[src/rtl/divider_defs.sv]
// Shared definitions for the clock-division path: controller state encodings
// and default sizing, reused by other slow-rate clock consumers.
package divider_defs;

    localparam int          DEF_WIDTH = 32;
    localparam int unsigned DEF_DIV   = 50000000;  // 100 MHz board clock down to a 1 Hz half-period

    typedef enum logic [1:0] {
        ST_STOP = 2'd0,
        ST_RUN  = 2'd1,
        ST_STEP = 2'd2
    } div_state_e;

endpackage

[src/rtl/half_period_counter.sv]
// Counts clk_in cycles within one half-period and flags the last cycle of it.
module half_period_counter #(
    parameter int WIDTH = 32
) (
    input  logic             clk_in,
    input  logic             reset,
    input  logic             enable,
    input  logic             clear,
    input  logic [WIDTH-1:0] limit,
    output logic [WIDTH-1:0] count,
    output logic             terminal
);

    localparam logic [WIDTH-1:0] ONE = WIDTH'(1);

    // limit is never zero: zero divisors are rejected before they reach here
    assign terminal = enable && (count == limit - ONE);

    always_ff @(posedge clk_in or negedge reset) begin
        if (!reset) begin
            count <= '0;
        end else if (clear) begin
            count <= '0;
        end else if (enable) begin
            count <= terminal ? '0 : count + ONE;
        end
    end

endmodule

[src/rtl/divider_ctrl.sv]
// Run/stop/step controller and glitch-free rate scheduler: divisor changes
// land only on half-period boundaries so slow consumers never see a runt pulse.
module divider_ctrl
    import divider_defs::*;
#(
    parameter int               WIDTH       = DEF_WIDTH,
    parameter logic [WIDTH-1:0] DEFAULT_DIV = WIDTH'(DEF_DIV)
) (
    input  logic             clk_in,
    input  logic             reset,
    input  logic             run,
    input  logic             step,
    input  logic             cfg_valid,
    input  logic [WIDTH-1:0] cfg_div,
    output logic             cfg_ready,
    output logic             cfg_err,
    output logic             tick,
    output logic             clk_out,
    output logic             busy,
    output logic [WIDTH-1:0] div_active
);

    div_state_e       state;
    logic             pend_valid;
    logic [WIDTH-1:0] pend_div;
    logic             counting;
    logic             terminal;
    logic [WIDTH-1:0] count;

    assign counting  = (state == ST_RUN) || (state == ST_STEP);
    assign cfg_ready = !pend_valid;

    half_period_counter #(
        .WIDTH (WIDTH)
    ) u_counter (
        .clk_in   (clk_in),
        .reset    (reset),
        .enable   (counting),
        .clear    (!counting),
        .limit    (div_active),
        .count    (count),
        .terminal (terminal)
    );

    always_ff @(posedge clk_in or negedge reset) begin
        if (!reset) begin
            state      <= ST_STOP;
            tick       <= 1'b0;
            clk_out    <= 1'b0;
            busy       <= 1'b0;
            cfg_err    <= 1'b0;
            pend_valid <= 1'b0;
            pend_div   <= '0;
            div_active <= DEFAULT_DIV;
        end else begin
            tick    <= terminal;
            busy    <= (state != ST_STOP);
            cfg_err <= cfg_valid && !pend_valid && (cfg_div == '0);
            if (terminal) begin
                clk_out <= !clk_out;
            end

            case (state)
                ST_STOP: begin
                    if (run) begin
                        state <= ST_RUN;
                    end else if (step) begin
                        state <= ST_STEP;
                    end
                end
                ST_RUN: begin
                    // run is only sampled at the boundary, so a half-period is never cut short
                    if (terminal && !run) begin
                        state <= ST_STOP;
                    end
                end
                ST_STEP: begin
                    if (terminal) begin
                        state <= ST_STOP;
                    end
                end
                default: state <= ST_STOP;
            endcase

            // Apply and accept are mutually exclusive: accept needs an empty slot
            if (pend_valid) begin
                if (terminal || (state == ST_STOP)) begin
                    div_active <= pend_div;
                    pend_valid <= 1'b0;
                end
            end else if (cfg_valid && (cfg_div != '0)) begin
                pend_div   <= cfg_div;
                pend_valid <= 1'b1;
            end
        end
    end

endmodule

[config.mk]
export PLATFORM = sky130hd
export DESIGN_NAME = divider_ctrl
export DESIGN_NICKNAME = d
export VERILOG_FILES = /design/src/rtl/divider_defs.sv /design/src/rtl/half_period_counter.sv /design/src/rtl/divider_ctrl.sv
export SDC_FILE = /design/constraint.sdc
export NUM_CORES = 1
export LEC_CHECK = 0
export BUFFER_PORTS_ARGS = -buffer_cell sky130_fd_sc_hd__buf_2
export CORE_UTILIZATION = 54
export DETAILED_ROUTE_END_ITERATION = 10
export PLACE_DENSITY = 0.76
export SLEW_MARGIN = 40
export SYNTH_ARGS = -nofsm -noshare
export SYNTH_HDL_FRONTEND = slang
export SYNTH_SLANG_ARGS = --single-unit
[constraint.sdc]
create_clock -name clk_in -period 3.8 [get_ports clk_in]
set_input_delay 0.19 -clock clk_in [delete_from_list [all_inputs] [get_ports clk_in]]
set_output_delay 0.19 -clock clk_in [all_outputs]
set_load 0.02 [all_outputs]
==> flow_metrics.env, run 1 <==
export IMPL_cts_max_level=3
export IMPL_ir_drop_mv=0.533
export IMPL_setup_ws_ns=0.122
export IMPL_dieArea_sq_um=10600
export IMPL_yosys_area_top_type="dfrtp_1"
export IMPL_cts_tree="built"
export IMPL_fin_crit_ns=3.68
export IMPL_die_w_um=103
export IMPL_critical_path_max_stage_delay_ns=0.56
export IMPL_yosysWarnings=0
export IMPL_grt_overflow=0
export IMPL_rows=36
export IMPL_critical_path_arrival_ns=3.94
export IMPL_holdWs_ns=0.0419
export IMPL_gp_congestion=0.933
export IMPL_synth_area_leaders="dfrtp_1 42%, mux2_4 8.2%, mux2_2 6.6%"
export IMPL_power_density_nw_per_um2=788
export IMPL_fin_cells=706
export IMPL_slew_violations=0
export IMPL_syn_area_sq_um=5480
export IMPL_grt_usage_pct=25.7
export IMPL_final_common_cell="dfrtp_1"
export IMPL_grt_pass1_vias=3869
export IMPL_vias=4020
export IMPL_most_common_layout_cells="91 x dfrtp_1, 72 x buf_2, 50 x nor2_1"
export IMPL_clock_latency_ns=0.38
export IMPL_fmax_ghz=0.272
export IMPL_pwr_share_seq_pct=40.2
export IMPL_drc=0
export IMPL_setup_tns_ns=0
export IMPL_timing_final_crit_share_pct=96.8
export IMPL_hp_start="cfg_valid"
export IMPL_dp_cells=689
export IMPL_synth_main_ff_cell="dfrtp_1"
export IMPL_dpl_hpwl_mm=9.34
export IMPL_fillers=799
export IMPL_drive_gt1_share_pct=33.3
export IMPL_worst_setup_path_start_kind="flop"
export IMPL_grt_max_degree=67
export IMPL_synth_edff_count=0
export IMPL_async_flop_share_pct=100
export IMPL_yosysSeqAreaShare_pct=47.3
export IMPL_hold_class="input port to flop"
export IMPL_leakagePower_nw=2.77
export IMPL_nNetsFinal=610
export IMPL_hold_violations=0
export IMPL_drt_total_wl_mm=12.4
export IMPL_reg2reg_from="div_active[16]"
export IMPL_relSlewSlack_pct=60.9
export IMPL_status="complete, no violations"
export IMPL_io_buffers=73
export IMPL_dr_pass1_iters=7
export IMPL_switching_share_pct=40.6
export IMPL_setup_viol=0
export IMPL_internal_power_mw=2.95
export IMPL_grt_first_pass_wirelength_mm=20.3
export IMPL_drt_initial_drc_count=215
export IMPL_endpoint_kind="flop"
export IMPL_clock_sinks=103
export IMPL_cpLargestDelayFamily="simple AND/OR/NAND/NOR gates"
export IMPL_crit_buf_inv=0
export IMPL_worst_clock_skew_ns=0.0102
export IMPL_cts_buffers=9
export IMPL_crit_start="div_active[16]"
export IMPL_synth_top_cell_area_share_pct=41.5
export IMPL_crit_chain="nor4_2, nand3_2, or2_1, a221oi_2, nand4_1, or4b_1, nand4b_4, a21o_4, mux2_1"
export IMPL_core_sq_um=9820
export IMPL_ys_types=57
export IMPL_clock_path_buffers=2
export IMPL_synth_seq_cells=103
export IMPL_tightest_slew_ns=0.587
export IMPL_wl_per_cell_um=17.6
export IMPL_critical_path_required_ns=4.06
export IMPL_synth_nets=520
export IMPL_root_buffer="clkbuf_8"
export IMPL_cap_violations=0
export IMPL_area_growth_pct=15.2
export IMPL_io_pins=74
export IMPL_antenna_found_initial=0
export IMPL_synth_cells=478
export IMPL_ant_nets=0
export IMPL_viasPerCell=5.69
export IMPL_die_y_um=103
export IMPL_pre_cts_slack_ns=0.131
export IMPL_p_clk_share_pct=13.8
export IMPL_p_comb_share_pct=45.9
export IMPL_antennaDiodeCount=0
export IMPL_p_sw_mw=2.02
export IMPL_crit_type="flop to flop"
export IMPL_avgSynthCellArea_sq_um=11.5
export IMPL_crit_path_top_delay_cell="or4b_1"
export IMPL_initial_utilization_pct=55.8
export IMPL_cts_clk_slew_worst_paths_ns=0.10
export IMPL_cp_max_fo=32
==> flip-flops by register name, summed over array words and instances (netlist names) <==
register / count
tick: 1
state: 2
u_counter.count: 32
cfg_err: 1
pend_valid: 1
busy: 1
pend_div: 32
div_active: 32
clk_out: 1
==> tightest hold or removal path, cell delays in order <==
cell and delay [ns]:
buf_2 0.11, inv_1 0.04, nor4_1 0.04
==> synthesized netlist by cell type (5+ instances only) <==
cell      number
dfrtp_1       91
nor2_1        50
xnor2_1       40
mux2_2        32
xor2_1        32
mux2_4        30
nand2_1       21
nor4_1        17
inv_1         13
nand3_1       13
dfstp_2       12
nor3_1        11
a21oi_1        9
nand4_1        9
clkbuf_1       8
and3_1         7
and4_1         5
ha_1           5
o21ai_0        5
o21ai_1        5
==> metal layers <==
metal | vias up | track usage [%] | share of wire, %
li1 | 1896 | - | -
met3 | 23 | 4.54 | 4.4
met4 | 0 | 7.80 | 1.9
met1 | 1983 | 36.5 | 46
met2 | 118 | 40.6 | 48
met5 | - | 0 | 0
==> power groups by stage <==
stage,sequential (mW),clock (mW),combinational (mW)
2_1_floorplan,2.12,0,1.42
3_3_place_gp,1.99,0,2.21
3_5_place_dp,2.01,0,2.26
4_1_cts,1.99,0.706,2.28
5_1_grt,2.05,0.745,2.44
6_report,2.00,0.689,2.29
==> final timing paths <==
| kind | cells past startpoint | slack, ns | end |
|---|---|---|---|
| hold reg to reg | 1 | 0.44 | cfg_err |
| setup / recovery | 9 | 0.12 | div_active[10] |
| hold / removal | 3 | 0.04 | cfg_err |
| min in group asynchronous | 2 | 0.36 | pend_div[2] |
| setup reg to reg | 9 | 0.12 | div_active[10] |
| max in group asynchronous | 3 | 2.66 | u_counter.count[24] |
==> what timing repair did <==
item,in CTS,in global routing
setup buffers,0,0
setup endpoints to repair,0,32
endpoints found under the hold margin,54,0
resized for setup,0,3
hold buffers,1,0
==> area by class of cell <==
cell class,instances,area (sq um),share of cell area (%)
Clock buffer,11,151,2.40
Clock inverter,5,46.3,0.733
Inverter,13,48.8,0.773
Multi-Input combinational cell,350,2790,44.2
Sequential cell,103,2590,41.0
Tap cell,133,166,2.63
Timing Repair Buffer,91,522,8.26
==> logic make-up (layout without fill, tap and decap cells) <==
logic type | after synthesis | in the layout | synth area share [%]
muxes | 66 | 66 | 15.6
and+or+nand+nor | 166 | 166 | 17.1
DFF | 103 | 103 | 47.3
xor gates and xnor gates | 72 | 72 | 11.5
adders and majority gates | 5 | 5 | 1.14
AOI/OAI and AO/OA | 41 | 41 | 5.29
buffers and inverters | 25 | 120 | 2.15
==> metrics by stage <==
step	cell area, sq um	power (mW)	util, %
2_1_floorplan	5480	3.54	-
3_3_place_gp	6090	4.20	62.0
3_5_place_dp	6090	4.27	62.0
4_1_cts	6300	4.97	64.1
5_1_grt	6320	5.24	64.3
6_report	6320	4.98	64.3
Power figures use the tool's default switching activity.
==> inputs of run 2 (changes only) <==
--- a/config.mk
+++ b/config.mk
@@ -6,9 +6,11 @@
 export NUM_CORES = 1
 export LEC_CHECK = 0
 export BUFFER_PORTS_ARGS = -buffer_cell sky130_fd_sc_hd__buf_2
-export CORE_UTILIZATION = 54
+export CORE_UTILIZATION = 50
 export DETAILED_ROUTE_END_ITERATION = 10
-export PLACE_DENSITY = 0.76
+export MAX_ROUTING_LAYER = met4
+export PLACE_DENSITY = 0.71
+export SETUP_SLACK_MARGIN = 0.02
 export SLEW_MARGIN = 40
 export SYNTH_ARGS = -nofsm -noshare
 export SYNTH_HDL_FRONTEND = slang
==> run 2 against run 1 <==
Fmax rose by 0.55%. Combinational power about the same. Count of clock-buffer cells in the layout did not move. Critical path type unchanged. Critical endpoint unchanged.
==> flow_metrics.env, run 2 (synthesis results as in run 1) <==
export IMPL_critical_path_arrival_ns=3.93
export IMPL_cts_max_level=3
export IMPL_antennaDiodeCount=0
export IMPL_fillers=892
export IMPL_timing_final_crit_share_pct=96.3
export IMPL_fin_cells=709
export IMPL_core_sq_um=10500
export IMPL_critical_path_required_ns=4.07
export IMPL_rows=37
export IMPL_cts_clk_slew_worst_paths_ns=0.10
export IMPL_crit_type="flop to flop"
export IMPL_clock_sinks=103
export IMPL_rsz0062_at_grt="no"
export IMPL_most_common_layout_cells="91 x dfrtp_1, 72 x buf_2, 50 x nor2_1"
export IMPL_top_regs="div_active: 32 flops, pend_div: 32 flops, u_counter.count: 32 flops"
export IMPL_drive_gt1_share_pct=33.2
export IMPL_cap_violations=0
export IMPL_cts_tree="built"
export IMPL_ir_drop_mv=0.448
export IMPL_root_buffer="clkbuf_8"
export IMPL_status="complete, no violations"
export IMPL_grt_pass1_vias=3992
export IMPL_vias=3959
export IMPL_fmax_ghz=0.273
export IMPL_dieArea_sq_um=11400
export IMPL_gp_congestion=0.977
export IMPL_postCtsSetupBuffers=0
export IMPL_antenna_found_initial=0
export IMPL_setup_viol=0
export IMPL_relSlewSlack_pct=56.7
export IMPL_grt_max_degree=85
export IMPL_wl_per_cell_um=17.6
export IMPL_dp_cells=692
export IMPL_nNetsFinal=610
export IMPL_clock_latency_ns=0.38
export IMPL_grt_first_pass_wirelength_mm=20.5
export IMPL_drt_initial_drc_count=194
export IMPL_die_y_um=107
export IMPL_fin_crit_ns=3.66
export IMPL_dr_pass1_iters=4
export IMPL_slew_violations=0
export IMPL_grt_usage_pct=24.0
export IMPL_cts_buffers=9
export IMPL_die_w_um=107
export IMPL_ant_nets=0
export IMPL_io_buffers=73
export IMPL_tightest_slew_ns=0.650
export IMPL_final_common_cell="dfrtp_1"
export IMPL_setup_tns_ns=0
export IMPL_hold_class="input port to flop"
export IMPL_cp_max_fo=32
export IMPL_worst_setup_path_start_kind="flop"
export IMPL_leakagePower_nw=2.76
export IMPL_power_density_nw_per_um2=782
export IMPL_initial_utilization_pct=52.4
export IMPL_worst_clock_skew_ns=0.0106
export IMPL_hold_violations=0
export IMPL_viasPerCell=5.58
export IMPL_dpl_hpwl_mm=9.28
export IMPL_clock_path_buffers=2
export IMPL_io_pins=74
export IMPL_endpoint_kind="flop"
export IMPL_drt_total_wl_mm=12.5
export IMPL_grt_overflow=0
export IMPL_area_growth_pct=15.0
export IMPL_drc=0
==> run 2: cell types whose count changed in the layout (fill, tap and decap cells not counted), sizes merged <==
cell,delta
inv,-1
buf,-1
clkbuf,+1
clkinvlp,+1
==> run 2: timing repair <==
item                                   CTS  global route
hold buffers                             1             0
gates resized for setup                  0             3
endpoints found under the hold margin   71             0
setup endpoints to repair                0            32
==> run 2: cell type report <==
class                      count  area, sq um  area share (%)
inverter                      13         48.8           0.774
timing repair buffer          91          524            8.32
clock buffer                  11          141            2.24
tap                          136          170            2.70
clock inverter                 5         38.8           0.615
sequential                   103         2590            41.1
multi-input combinational    350         2790            44.2
==> run 2: worst max-delay path, stage by stage (launching register included) <==
cell and delay [ns]:
dfstp_2 0.42, or4_1 0.62, nor3_2 0.23, or4b_1 0.57
nor4bb_1 0.38, a311oi_1 0.10, o21ai_1 0.24, nand4b_4 0.15
a21o_4 0.43, mux2_1 0.39
==> run 2: metal layers <==
| layer | wire (um) | global-route usage [%] |
|---|---|---|
| met2 | 5980 | 37.0 |
| met4 | 175 | 7.44 |
| met1 | 5900 | 32.9 |
| met5 | 0 | - |
| met3 | 453 | 3.53 |
==> run 2: worst paths after layout <==
check	startpoint	endpoint	slack, ns	cells past startpoint
min in group asynchronous	reset	pend_div[7]	0.39	2
setup / recovery	div_active[22]	div_active[10]	0.14	9
hold / removal	cfg_div[10]	pend_div[10]	0.05	2
setup reg to reg	div_active[22]	div_active[10]	0.14	9
max in group asynchronous	reset	u_counter.count[21]	2.65	3
hold reg to reg	pend_valid	cfg_err	0.46	1
==> run 2: where the power goes <==
| group | leakage, nW | internal [mW] | switching [mW] | total, mW |
|---|---|---|---|---|
| logic | 1.40 | 1.13 | 1.13 | 2.26 |
| clock network | 0.0907 | 0.263 | 0.389 | 0.652 |
| registers | 1.27 | 1.54 | 0.477 | 2.02 |
| total | 2.76 | 2.93 | 2.00 | 4.93 |
==> run 2: per-stage QoR <==
| step | utilization (%) | hold slack, ns | instance area, sq um | total power [mW] | setup WS (ns) |
|---|---|---|---|---|---|
| after floorplan | - | -0.106 | 5480 | 3.54 | 0.348 |
| after global placement | 58.2 | 0.422 | 6090 | 4.21 | 0.201 |
| after detailed placement | 58.3 | 0.293 | 6100 | 4.28 | 0.170 |
| after CTS | 60.1 | 0.0397 | 6290 | 4.93 | 0.125 |
| after global routing | 60.3 | 0.0426 | 6300 | 5.21 | 0.0178 |
| final | 60.3 | 0.0503 | 6300 | 4.93 | 0.142 |
